<file path="config.mk">
export PLATFORM = sky130hd
export DESIGN_NAME = stepper_ctrl_flat
export DESIGN_NICKNAME = d
export VERILOG_FILES = /design/src/rtl/stepper_ctrl_if.sv /design/src/rtl/stepper_ctrl.sv /design/src/flat_wrapper.sv
export SDC_FILE = /design/constraint.sdc
export NUM_CORES = 1
export LEC_CHECK = 0
export CAP_MARGIN = 20
export CORE_MARGIN = 2
export CORE_UTILIZATION = 45
export CTS_CLUSTER_DIAMETER = 80
export CTS_CLUSTER_SIZE = 25
export DETAILED_ROUTE_END_ITERATION = 12
export MAX_ROUTING_LAYER = met4
export PLACE_DENSITY = 0.69
export SYNTH_ARGS = -nofsm -noshare
export SYNTH_HDL_FRONTEND = slang
export SYNTH_SLANG_ARGS = --single-unit
</file>
<file path="constraint.sdc">
create_clock -name clock -period 3.3 [get_ports clock]
set_input_delay 0.825 -clock clock [delete_from_list [all_inputs] [get_ports clock]]
set_output_delay 0.825 -clock clock [all_outputs]
set_load 0.02 [all_outputs]
</file>
<file path="src/rtl/stepper_ctrl_if.sv">
// Move-command handshake between the CPU register glue and the stepper block.
// The master issues one command at a time, and the slave answers with cmd_ready.
interface stepper_ctrl_if #(
  parameter int NUM_CH = 4,
  parameter int CNT_W  = 16,
  parameter int PER_W  = 20
);
  localparam int CH_W = (NUM_CH > 1) ? $clog2(NUM_CH) : 1;

  logic             cmd_valid;
  logic             cmd_ready;
  logic [CH_W-1:0]  cmd_ch;
  logic             cmd_dir;
  logic [CNT_W-1:0] cmd_steps;
  logic [PER_W-1:0] cmd_period;

  modport master (output cmd_valid, cmd_ch, cmd_dir, cmd_steps, cmd_period,
                  input  cmd_ready);
  modport slave  (input  cmd_valid, cmd_ch, cmd_dir, cmd_steps, cmd_period,
                  output cmd_ready);
endinterface

</file>
<file path="src/rtl/stepper_ctrl.sv">
// STEP/DIR pulse generator for NUM_CH stepper channels. Each channel is an independent
// IDLE/SETUP/HIGH/LOW sequencer, and a single command port loads one channel per cycle.
module stepper_ch #(
  parameter int CNT_W     = 16,
  parameter int PER_W     = 20,
  parameter int PULSE_W   = 100,
  parameter int DIR_SETUP = 10
) (
  input  logic             clock,
  input  logic             resetBtn,
  input  logic             accept,
  input  logic             cmd_dir,
  input  logic [CNT_W-1:0] cmd_steps,
  input  logic [PER_W-1:0] eff_period,
  input  logic             abort,
  output logic             step,
  output logic             dir,
  output logic             busy,
  output logic             done,
  output logic [CNT_W-1:0] remaining
);
  typedef enum logic [1:0] {IDLE, SETUP, HIGH, LOW} state_t;

  localparam logic [PER_W-1:0] HI_LAST = PER_W'(PULSE_W - 1);
  localparam logic [PER_W-1:0] SU_LAST = PER_W'(DIR_SETUP - 1);
  // LOW lasts period-PULSE_W cycles, so its down-counter starts one below that.
  localparam logic [PER_W-1:0] LO_OFS  = PER_W'(PULSE_W + 1);

  state_t           state, state_nx;
  logic [PER_W-1:0] phase, phase_nx;
  logic [PER_W-1:0] period, period_nx;
  logic [CNT_W-1:0] rem, rem_nx;
  logic             dir_q, dir_nx;
  logic             done_q, done_nx;

  always_ff @(posedge clock or negedge resetBtn) begin
    if (!resetBtn) begin
      state  <= IDLE;
      phase  <= '0;
      period <= '0;
      rem    <= '0;
      dir_q  <= 1'b0;
      done_q <= 1'b0;
    end else begin
      state  <= state_nx;
      phase  <= phase_nx;
      period <= period_nx;
      rem    <= rem_nx;
      dir_q  <= dir_nx;
      done_q <= done_nx;
    end
  end

  always_comb begin
    state_nx  = state;
    phase_nx  = phase;
    period_nx = period;
    rem_nx    = rem;
    dir_nx    = dir_q;
    done_nx   = 1'b0;
    unique case (state)
      IDLE: begin
        if (accept) begin
          period_nx = eff_period;
          dir_nx    = cmd_dir;
          rem_nx    = cmd_steps;
          if (cmd_steps == '0) begin
            done_nx = 1'b1;
          end else if (cmd_dir != dir_q) begin
            state_nx = SETUP;
            phase_nx = SU_LAST;
          end else begin
            // The first STEP edge goes out on the cycle after accept, so that step is already started.
            state_nx = HIGH;
            phase_nx = HI_LAST;
            rem_nx   = cmd_steps - CNT_W'(1);
          end
        end
      end
      SETUP: begin
        if (phase == '0) begin
          state_nx = HIGH;
          phase_nx = HI_LAST;
          rem_nx   = rem - CNT_W'(1);
        end else begin
          phase_nx = phase - PER_W'(1);
        end
      end
      HIGH: begin
        if (phase == '0) begin
          state_nx = LOW;
          phase_nx = period - LO_OFS;
        end else begin
          phase_nx = phase - PER_W'(1);
        end
      end
      LOW: begin
        if (phase != '0) begin
          phase_nx = phase - PER_W'(1);
        end else if (rem != '0) begin
          state_nx = HIGH;
          phase_nx = HI_LAST;
          rem_nx   = rem - CNT_W'(1);
        end else begin
          state_nx = IDLE;
          done_nx  = 1'b1;
        end
      end
      default: state_nx = IDLE;
    endcase

    // Abort takes priority over any in-flight phase. DIR is kept and no done pulse is given.
    if (abort && state != IDLE) begin
      state_nx = IDLE;
      phase_nx = '0;
      rem_nx   = '0;
      done_nx  = 1'b0;
    end
  end

  assign step      = (state == HIGH);
  assign busy      = (state != IDLE);
  assign dir       = dir_q;
  assign done      = done_q;
  assign remaining = rem;
endmodule

module stepper_ctrl #(
  parameter  int NUM_CH    = 4,
  parameter  int CNT_W     = 16,
  parameter  int PER_W     = 20,
  parameter  int PULSE_W   = 100,
  parameter  int DIR_SETUP = 10,
  localparam int CH_W      = (NUM_CH > 1) ? $clog2(NUM_CH) : 1
) (
  input  logic               clock,
  input  logic               resetBtn,
  stepper_ctrl_if.slave      cmd,
  input  logic [NUM_CH-1:0]  abort,
  output logic [NUM_CH-1:0]  step,
  output logic [NUM_CH-1:0]  dir,
  output logic [NUM_CH-1:0]  busy,
  output logic [NUM_CH-1:0]  done,
  input  logic [CH_W-1:0]    stat_ch,
  output logic [CNT_W-1:0]   stat_remaining
);
  localparam logic [PER_W-1:0] MIN_PER = PER_W'(PULSE_W + 1);

  logic                         ch_ok;
  logic                         stat_ok;
  logic [PER_W-1:0]             eff_period;
  logic [NUM_CH-1:0]            accept;
  logic [NUM_CH-1:0][CNT_W-1:0] rem_all;

  // Commands to a channel that does not exist are acknowledged and dropped.
  assign ch_ok         = (int'(cmd.cmd_ch) < NUM_CH);
  assign cmd.cmd_ready = ch_ok ? !busy[cmd.cmd_ch] : 1'b1;

  // Clamping the period guarantees that every LOW phase lasts at least one cycle.
  assign eff_period = (cmd.cmd_period < MIN_PER) ? MIN_PER : cmd.cmd_period;

  assign stat_ok        = (int'(stat_ch) < NUM_CH);
  assign stat_remaining = stat_ok ? rem_all[stat_ch] : '0;

  for (genvar i = 0; i < NUM_CH; i++) begin : g_ch
    assign accept[i] = cmd.cmd_valid & cmd.cmd_ready & ch_ok & (cmd.cmd_ch == CH_W'(i));

    stepper_ch #(
      .CNT_W    (CNT_W),
      .PER_W    (PER_W),
      .PULSE_W  (PULSE_W),
      .DIR_SETUP(DIR_SETUP)
    ) u_ch (
      .clock     (clock),
      .resetBtn  (resetBtn),
      .accept    (accept[i]),
      .cmd_dir   (cmd.cmd_dir),
      .cmd_steps (cmd.cmd_steps),
      .eff_period(eff_period),
      .abort     (abort[i]),
      .step      (step[i]),
      .dir       (dir[i]),
      .busy      (busy[i]),
      .done      (done[i]),
      .remaining (rem_all[i])
    );
  end
endmodule

</file>
<file path="src/flat_wrapper.sv">
// flat-port wrapper written by rule: the top's interface ports become plain ports
module stepper_ctrl_flat 
#(
  parameter  int NUM_CH    = 4,
  parameter  int CNT_W     = 16,
  parameter  int PER_W     = 20,
  parameter  int PULSE_W   = 100,
  parameter  int DIR_SETUP = 10,
  localparam int CH_W      = (NUM_CH > 1) ? $clog2(NUM_CH) : 1
)
  (clock, resetBtn, abort, step, dir, busy, done, stat_ch, stat_remaining, cmd_cmd_valid, cmd_cmd_ch, cmd_cmd_dir, cmd_cmd_steps, cmd_cmd_period, cmd_cmd_ready);
  stepper_ctrl_if #(.NUM_CH(NUM_CH), .CNT_W(CNT_W), .PER_W(PER_W)) cmd_i ();
  input  logic clock;
  input  logic resetBtn;
  input  logic [NUM_CH-1:0] abort;
  output logic [NUM_CH-1:0] step;
  output logic [NUM_CH-1:0] dir;
  output logic [NUM_CH-1:0] busy;
  output logic [NUM_CH-1:0] done;
  input  logic [CH_W-1:0] stat_ch;
  output logic [CNT_W-1:0] stat_remaining;
  input wire logic [$bits(cmd_i.cmd_valid)-1:0] cmd_cmd_valid;
  input wire logic [$bits(cmd_i.cmd_ch)-1:0] cmd_cmd_ch;
  input wire logic [$bits(cmd_i.cmd_dir)-1:0] cmd_cmd_dir;
  input wire logic [$bits(cmd_i.cmd_steps)-1:0] cmd_cmd_steps;
  input wire logic [$bits(cmd_i.cmd_period)-1:0] cmd_cmd_period;
  output wire logic [$bits(cmd_i.cmd_ready)-1:0] cmd_cmd_ready;
  assign cmd_i.cmd_valid = cmd_cmd_valid;
  assign cmd_i.cmd_ch = cmd_cmd_ch;
  assign cmd_i.cmd_dir = cmd_cmd_dir;
  assign cmd_i.cmd_steps = cmd_cmd_steps;
  assign cmd_i.cmd_period = cmd_cmd_period;
  assign cmd_cmd_ready = cmd_i.cmd_ready;
  stepper_ctrl #(.NUM_CH(NUM_CH), .CNT_W(CNT_W), .PER_W(PER_W), .PULSE_W(PULSE_W), .DIR_SETUP(DIR_SETUP)) u_core (.clock(clock), .resetBtn(resetBtn), .cmd(cmd_i), .abort(abort), .step(step), .dir(dir), .busy(busy), .done(done), .stat_ch(stat_ch), .stat_remaining(stat_remaining));
endmodule
</file>
==> key figures, run 1 <==
Die
  – Core area: approximately 39000 um2
  – Starting Density: 45.43%
  – FP Rows: 72
  – Die H: 201.3 um
  – Die width: between 200 and 250 um
  – I/O pin total: roughly 80
  – DIE AREA: 40520 um2

STA
  – Least-Margin Pin Slew: 886.1 ps
  – Max-slew violations: 0
  – Final Skew: 36.26 ps
  – Hold_ws: 270.6 ps
  – Tmin final: between 3000 and 4000 ps
  – Tcrit/Tclk final: 97.01%
  – Final setup viols: 0
  – Fmax: 312.4 MHz
  – RSZ-0062 raised after global routing: false
  – Slew margin rel.: 40.30%
  – Fin. Hold Viols: 0
  – Final Worst Setup Slack: 98.64 ps

Power
  – Max rail drop VDD: 0.5462 mV
  – Power density cells: 1027 nW/um2
  – Tot Pwr: 20.93 mW
  – Leakage power: 8.448 nW

Setup path
  – Critical path class: in2out
  – Worst Path Max Fanout: 13
  – FF-to-FF path depth: 9
  – CP delay by family, top: buffers and inverters
  – Crit path DAT: roughly 2400 ps
  – Worst R2R Start: u_core.g_ch[0].u_ch.state[1]
  – Worst-path cell chain: clkdlybuf4s50_1, buf_12, mux4_2, dlygate4sd2_1
  – R2r setup slk: between 300 and 400 ps
  – Setup crit start kind: primary input
  – Buf+Inv Stages, Crit Path: 3
  – Data required, critical path: around 2500 ps
  – Reg2reg end: u_core.g_ch[0].u_ch.phase[16]
  – CP max stage delay: ~520 ps
  – Crit end category: output pin
  – Highest-delay cell along the critical path: clkdlybuf4s50_1

Logic synthesis
  – Share of flip-flops with an asynchronous set or reset: 100.0%
  – Synth Flop Type: dfrtp_1
  – Synth area leader: dfrtp_1
  – Post-Synthesis Cells: 2093
  – Synth unique cells: 92
  – Warnings, synthesis: 0
  – Top-area cell type share of the netlist area: 34.28%
  – Most frequent cell after synthesis: dfrtp_1
  – Syn Area/Cell: 8.370 um2
  – Syn_nets: approximately 2.2k
  – Register area share after synthesis: 34.28%
  – Post-synth EDFFs: 0
  – Top cells by area, synth: dfrtp_1 34%, o21ai_0 6.2%, xnor2_1 4.3%, nand2_1 4.0%, nor2_1 4.0%
  – Netlist Area Pre-Place: 17520 um2
  – Commonest cells in the netlist: 240 x dfrtp_1, 216 x o21ai_0, 185 x nand2_1, 185 x nor2_1, 115 x a21oi_1
  – Seq cells post-synth: 240

Global route
  – Initial antenna violation count: 2
  – All-layer global routing usage: 31.83%
  – Global-route wire length before repair: 99140 um
  – Vias in the first global route: ~17k
  – GRT Residual Overflow: 0
  – Pin count of the biggest net entering global routing: 78

Cells and area
  – # nets final: 2319
  – Filler cells: 3720
  – Layout cell share with drive strength beyond 1: 14.82%
  – Design area: 20380 um2
  – Layout area overhead: 16.35%
  – Final Util: 52.86%

Route
  – Routed Antenna Nets: 0
  – WL final: around 63000 um
  – Vias per std cell: 6.347
  – Drt pass-1 iters: 7
  – Routed via count: ~18k
  – WL per Instance: between 20 and 25 um
  – DRC: 0
  – DRT iter0 DRCs: 1883

Place
  – GP Congestion: roughly 1.0
  – Post-DP Area: between 15000 and 20000 um2
  – I/O Buffers: 80
  – Detailed placement HPWL: between 40000 and 50000 um
  – Pre-CTS WS: -216.7 ps

Clock tree
  – Buffer levels on the longest clock path: 3
  – Clock sinks: 240
  – Post-CTS Hold Buffers: 0
  – CTS tree: built
  – # H-tree levels: 1
  – Total CTS buffers: 19
  – Clock root buffer master: clkbuf_16
  – CTS clk-pin slew, worst paths: 100 ps
  – Post-cts resize count: 17
  – Post-CTS setup repair buffer count: 0
  – Worst-Skew Late Latency: approximately 560 ps

Hold path
  – HP Class: in2async

Outcome
  – Outcome: finished clean

Job
  – Max-cap violation count: 0
## worst max-delay path by stage
| stage | slack [ps] | depth (start not counted) | to | from |
|---|---|---|---|---|
| finish | 100 | 4 | stat_remaining[0] | stat_ch[1] |
| CTS | 90 | 4 | stat_remaining[0] | stat_ch[1] |
| floorplan | 170 | 3 | stat_remaining[10] | stat_ch[1] |
| global route | 50 | 5 | busy[3] | u_core.g_ch[3].u_ch.state[0] |
| global placement | -190 | 7 | u_core.g_ch[0].u_ch.remaining[14] | cmd_cmd_steps[6] |
| detailed placement | -220 | 10 | u_core.g_ch[1].u_ch.phase[10] | cmd_cmd_steps[0] |
## report_power, final
group | leakage (nW) | internal [mW] | switching [mW]
logic | 5.03 | 4.89 | 7.61
registers | 3.10 | 4.13 | 1.76
clock network | 0.320 | 1.22 | 1.32
total | 8.45 | 10.2 | 10.7
## area by class of cell
cell class,instances,area (um2),share of cell area (%)
Antenna cell,2,5.005,0.02455
Clock buffer,20,479.2,2.351
Clock inverter,13,165.2,0.8103
Inverter,54,202.7,0.9945
Multi-Input combinational cell,1653,10590,51.95
Sequential cell,240,6006,29.47
Tap cell,518,648.1,3.180
Timing Repair Buffer,267,2288,11.23
## through the flow
stage	setup TNS (ps)	std cells
floorplan	0	2093
global placement	-5159	2730
detailed placement	-6752	2731
CTS	0	2764
global route	0	2767
finish	0	2767
## kinds of logic after synthesis
kind of cell,count (synthesis),synth area share (%)
compound gates,587,21.18
xor+xnor,140,7.000
fa+ha+maj,36,2.571
buf+inv,200,5.371
flops,240,34.28
mux,71,5.628
simple gates,819,23.96
## flip-flops by register name (all words and copies together) (netlist names)
register,cells
u_core.g_ch.u_ch.remaining,64
u_core.g_ch.u_ch.phase,80
u_core.g_ch.u_ch.period,80
u_core.g_ch.u_ch.dir,4
u_core.g_ch.u_ch.done,4
u_core.g_ch.u_ch.state,8
## per-layer routing
metal	part of all wire (%)	global-route usage (%)	wire length [um]
met5	0	-	0
met4	4.0	10.43	2542
met3	8.2	4.616	5182
met2	45	48.67	28440
met1	43	43.57	27260
## worst reg2reg max path: stages (launching register included)
cell and delay (ps):
dfrtp_1 400, inv_1 110, ha_1 330, inv_1 220, or4b_1 570, a21oi_1 300, o21ai_2 150, buf_12 170
a21o_1 240, a221o_1 370
## cell usage in the layout (no fill, tap or decap), drive strengths merged, types with 12 or more instances in the layout
cell type and instances:
xor2 53, a211oi 19, nor2 185, or4 36, mux4 17, a22o 13, nand2b 13, dlygate4sd2 17
clkdlybuf4s50 62, xnor2 87, inv 63, nor4 72, mux2 50, a21oi 116, o211ai 13, nor4b 12
nand3 73, o21ai 224, or3 34, o31ai 30, clkbuf 20, nor2b 13, or2 22, buf 188
o2bb2ai 17, nand2 185, dfrtp 240, nor3 112, nand4 26, a31oi 28, ha 36, o22ai 14
No activity file was read; power rests on OpenSTA's default activity.
==> run 2, diff against run 1 <==
--- a/config.mk
+++ b/config.mk
@@ -13,6 +13,8 @@
 export DETAILED_ROUTE_END_ITERATION = 12
 export MAX_ROUTING_LAYER = met4
 export PLACE_DENSITY = 0.69
+export SETUP_SLACK_MARGIN = 0.05
+export SLEW_MARGIN = 30
 export SYNTH_ARGS = -nofsm -noshare
 export SYNTH_HDL_FRONTEND = slang
 export SYNTH_SLANG_ARGS = --single-unit
==> constraint.sdc (replaced) <==
create_clock -name clock -period 3.3 [get_ports clock]
set_input_delay 0.825 -clock clock [delete_from_list [all_inputs] [get_ports clock]]
set_output_delay 0.825 -clock clock [all_outputs]
set_load 0.1 [all_outputs]
==> run 2 against run 1 <==
  * Sequential cell count unchanged
  * Worst hold slack worse by 140 ps
  * Register-to-register slack worse by 60 ps
  * Cell count decreased by 0.72%
  * Via count grew 0.17%
  * Clock power is 2% lower
  * Core utilization about the same
  * Sequential share of layout area about the same
  * Setup slack improved by 91 ps
  * Critical endpoint is now stat_remaining[15]
==> key figures, run 2 (same netlist as run 1, synthesis figures left out) <==
Die
  – Core area: between 30000 and 40000 um2
  – FP Rows: between 70 and 80
  – Die H: 201.3 um
  – Starting Density: 45.43%
  – DIE AREA: 40520 um2
  – Die width: 201.3 um
  – I/O pin total: 81

Route
  – Drt pass-1 iters: 6
  – Routed Antenna Nets: 0
  – Vias per std cell: 6.403
  – DRT iter0 DRCs: 1645
  – WL final: 62290 um
  – Routed via count: around 18k
  – WL per Instance: ~23 um
  – DRC: 0

Setup path
  – Critical path class: in2out
  – Data required, critical path: 2470 ps
  – Crit end category: output pin
  – Crit path DAT: 2290 ps
  – Worst Path Max Fanout: 16
  – Setup crit start kind: primary input

Clock tree
  – Post-cts resize count: 1
  – Buffer levels on the longest clock path: 3
  – Post-CTS Hold Buffers: 0
  – Clock sinks: 240
  – CTS tree: built
  – # H-tree levels: 1
  – Clock root buffer master: clkbuf_16
  – Post-CTS setup repair buffer count: 0
  – Total CTS buffers: 19
  – Worst-Skew Late Latency: 550 ps
  – CTS clk-pin slew, worst paths: 80 ps

Global route
  – Global-route wire length before repair: 97180 um
  – GRT Residual Overflow: 0
  – Pin count of the biggest net entering global routing: between 90 and 100
  – Vias in the first global route: 16.40k
  – All-layer global routing usage: a little under a third
  – Initial antenna violation count: 0

Power
  – Power density cells: 1082 nW/um2
  – Max rail drop VDD: 0.5500 mV
  – Combinational power share: just over 60%
  – Clock power share: 11.2%
  – P_sw: 11.68 mW
  – Internal: 10.38 mW
  – Sw Share: 52.93%
  – Sequential share of power: 26.6%
  – Leakage power: around 8.4 nW

STA
  – Final Skew: 31.82 ps
  – Least-Margin Pin Slew: 852.2 ps
  – RSZ-0062 raised after global routing: false
  – Final setup viols: 0
  – Tcrit/Tclk final: between 90% and 100%
  – Fmax: roughly 320 MHz
  – Max-slew violations: 0
  – Fin. Hold Viols: 0
  – Tmin final: 3110 ps
  – Slew margin rel.: 42.58%
  – Final Worst Setup Slack: 189.6 ps

Place
  – I/O Buffers: 80
  – Detailed placement HPWL: 47140 um
  – GP Congestion: roughly 1.0
  – Pre-CTS WS: -250.9 ps
  – Post-DP Area: 19780 um2

Cells and area
  – Design area: 20400 um2
  – Layout area overhead: 16.44%
  – Layout cell share with drive strength beyond 1: 15.66%
  – Antenna cells: 0
  – Most frequent cells in the layout: 240 x dfrtp_1, 215 x o21ai_0, 185 x nand2_1
  – # nets final: 2302
  – Commonest non-fill, non-tap cell in the layout: dfrtp_1

Hold path
  – HP Class: in2async

Outcome
  – Outcome: finished clean

Job
  – Max-cap violation count: 0
[run 2: changes by cell type in the layout (fill, tap and decap cells not counted), sizes merged]
cell,before,now
clkdlybuf4s50,62,45
diode,2,0
clkinv,3,4
dlygate4sd2,17,1
buf,188,204
clkbuf,20,21
inv,63,60
[run 2: area by class of cell]
class	instances	area [um2]
clock buffers	21	483.0
fillers	3694	18160
repair buffers	250	2311
inverters	54	202.7
multi-input cells	1653	10610
flip-flops and latches	240	6006
well taps	518	648.1
clock inverters	11	140.1
[run 2: power groups by stage]
stage                     logic (mW)  clock network (mW)  registers (mW)
final                           13.7                2.48            5.86
after global routing            14.9                2.62            6.02
after CTS                       13.5                2.51            5.80
after detailed placement        13.4                   0            5.86
after global placement          13.3                   0            5.80
after floorplan                 9.66                   0            5.16
[run 2: worst max-delay path, cell delays in order]
cell and delay [ps]:
clkdlybuf4s50_1 500, buf_12 180, mux4_2 570, buf_12 190
[run 2: stage by stage]
step                cells  util [%]  TNS, ps  total power, mW  hold slack, ps
global route         2747     52.90        0            23.54           132.2
finish               2747     52.90        0            22.06           129.1
global placement     2715     51.26   -873.0            19.08           468.1
detailed placement   2715     51.29    -1438            19.28           475.5
CTS                  2747     52.90        0            21.81           114.8
floorplan            2093         -        0            14.82           449.9
[run 2: worst paths after layout]
path,startpoint,endpoint,slack [ps],cells past startpoint
max,stat_ch[1],stat_remaining[15],190,4
min,resetBtn,u_core.g_ch[3].u_ch.phase[16],130,1
max reg2reg,u_core.g_ch[2].u_ch.remaining[0],u_core.g_ch[2].u_ch.phase[8],280,9
min reg2reg,u_core.g_ch[2].u_ch.phase[15],u_core.g_ch[2].u_ch.phase[15],500,1
max in group asynchronous,resetBtn,u_core.g_ch[2].u_ch.remaining[5],2260,2
min in group clock,u_core.g_ch[2].u_ch.phase[15],u_core.g_ch[2].u_ch.phase[15],500,1
[run 2: routing by layer]
metal,global-route usage (%),vias to the layer above,share of wire [%]
li1,-,8019,-
met1,43.14,8428,43
met2,47.27,988,44
met3,4.794,155,9.3
met4,10.06,0,4.1
met5,-,-,0
==> run 3, diff against run 2 <==
==> constraint.sdc (replaced) <==
create_clock -name clock -period 3.66 [get_ports clock]
set_input_delay 0.915 -clock clock [delete_from_list [all_inputs] [get_ports clock]]
set_output_delay 0.915 -clock clock [all_outputs]
set_load 0.1 [all_outputs]
==> run 3 against run 2 <==
  * Total power is 11% lower
  * Core utilization down 0.75 points
  * Worst hold slack gained 250 ps
  * Clock power fell by 8.1%
  * Sequential share of layout area is 0.43 points higher
  * Register-to-register slack improved by 270 ps
  * Combinational power decreased by 11%
  * Sequential power shrank 9.6%
  * Cell count fell by 1.5%
  * Non-clock buffer count decreased by 42
  * Count of clock-buffer cells in the layout up 1
  * Largest cell class unchanged
  * Largest power group unchanged
==> key figures, run 3 (same netlist as run 1, synthesis figures left out) <==
Clock tree
  – CTS clk-pin slew, worst paths: 90 ps
  – Post-CTS Hold Buffers: 0
  – CTS tree: built
  – # H-tree levels: 1
  – Clock root buffer master: clkbuf_16
  – Post-CTS setup repair buffer count: 0
  – Worst-Skew Late Latency: 530 ps
  – Buffer levels on the longest clock path: 3
  – Clock sinks: 240
  – Post-cts resize count: 0
  – Total CTS buffers: 19

Cells and area
  – # nets final: 2260
  – Filler cells: 3704
  – Design area: 20110 um2
  – Most frequent cells in the layout: 240 x dfrtp_1, 216 x o21ai_0, 185 x nand2_1
  – Layout cell share with drive strength beyond 1: 13.94%
  – Layout area overhead: 14.78%
  – Commonest non-fill, non-tap cell in the layout: dfrtp_1

Die
  – Starting Density: 45.43%
  – Die width: approximately 200 um
  – I/O pin total: 81
  – Core area: 38560 um2
  – Die H: a little over 200 um
  – FP Rows: 72
  – DIE AREA: 40520 um2

Setup path
  – Worst Path Max Fanout: 7
  – Data required, critical path: between 2000 and 3000 ps
  – Crit path DAT: 2530 ps
  – R2r setup slk: 550 ps
  – Critical path class: in2out
  – Crit end category: output pin
  – Setup crit start kind: primary input

STA
  – Fmax: 290.1 MHz
  – Setup TNS: 0 ps
  – Final Worst Setup Slack: 213.2 ps
  – Tmin final: 3447 ps
  – Fin. Hold Viols: 0
  – Least-Margin Pin Slew: 969.6 ps
  – Slew margin rel.: roughly a third
  – RSZ-0062 raised after global routing: false
  – Final Skew: 20.04 ps
  – Final setup viols: 0
  – Tcrit/Tclk final: 94.17%
  – Hold_ws: ~380 ps
  – Max-slew violations: 0

Place
  – Detailed placement HPWL: around 46000 um
  – Post-DP Area: approximately 19000 um2
  – GP Congestion: 1.015
  – Pre-CTS WS: 19.67 ps
  – I/O Buffers: 80

Power
  – Leakage power: 8.207 nW
  – Power density cells: between 900 and 1000 nW/um2
  – Max rail drop VDD: approximately 0.56 mV

Global route
  – Vias in the first global route: around 16k
  – GRT Residual Overflow: 0
  – Global-route wire length before repair: ~100000 um
  – All-layer global routing usage: 31.32%
  – Initial antenna violation count: 1
  – Pin count of the biggest net entering global routing: 88

Route
  – DRC: 0
  – DRT iter0 DRCs: roughly 2.0k
  – Routed Antenna Nets: 0
  – WL final: 62200 um
  – Drt pass-1 iters: 6
  – Vias per std cell: 6.442
  – Routed via count: ~17k
  – WL per Instance: 22.98 um

Hold path
  – HP Class: in2async

Job
  – Max-cap violation count: 0

Outcome
  – Outcome: finished clean
## run 3: power breakdown
part / leakage (nW) / total (mW) / switching, mW / internal, mW
clock network: 0.316 / 2.28 / 1.18 / 1.10
registers: 3.10 / 5.30 / 1.57 / 3.73
logic: 4.79 / 12.2 / 7.80 / 4.36
## run 3: final cells by class
type / instances / area (um2) / share of cell area [%]
antenna: 1 / 2.502 / 0.01244
clock inverter: 11 / 158.9 / 0.7902
sequential: 240 / 6006 / 29.87
tap: 518 / 648.1 / 3.223
timing repair buffer: 208 / 2012 / 10.01
multi-input combinational: 1653 / 10590 / 52.67
inverter: 54 / 202.7 / 1.008
clock buffer: 22 / 486.7 / 2.421
## run 3: stage by stage
| step | util, % | power [mW] | std cells |
|---|---|---|---|
| after CTS | 52.14 | 19.49 | 2706 |
| after floorplan | - | 13.36 | 2093 |
| after detailed placement | 50.47 | 17.16 | 2673 |
| after global placement | 50.46 | 16.98 | 2673 |
| after global routing | 52.15 | 21.02 | 2707 |
| final | 52.15 | 19.74 | 2707 |
## run 3: critical path: stages
cell and delay, ps:
clkdlybuf4s50_1 770, mux4_2 640, buf_12 200
## run 3: layer usage
metal | GRT usage, % | part of all wire, %
met1 | 43.87 | 43
met5 | - | 0
met4 | 10.40 | 3.9
met3 | 4.487 | 9.0
met2 | 46.66 | 44
## run 3: final timing paths
kind                                                       start                                to  cells after the start
worst max register to register  u_core.g_ch[0].u_ch.remaining[8]  u_core.g_ch[0].u_ch.remaining[7]                      6
worst min register to register     u_core.g_ch[2].u_ch.phase[15]     u_core.g_ch[2].u_ch.phase[15]                      1
worst min-delay path                                    resetBtn      u_core.g_ch[3].u_ch.phase[1]                      1
worst max-delay path                               cmd_cmd_ch[0]                     cmd_cmd_ready                      3
max in group asynchronous                               resetBtn  u_core.g_ch[1].u_ch.remaining[1]                      2
min in group clock                 u_core.g_ch[2].u_ch.phase[15]     u_core.g_ch[2].u_ch.phase[15]                      1
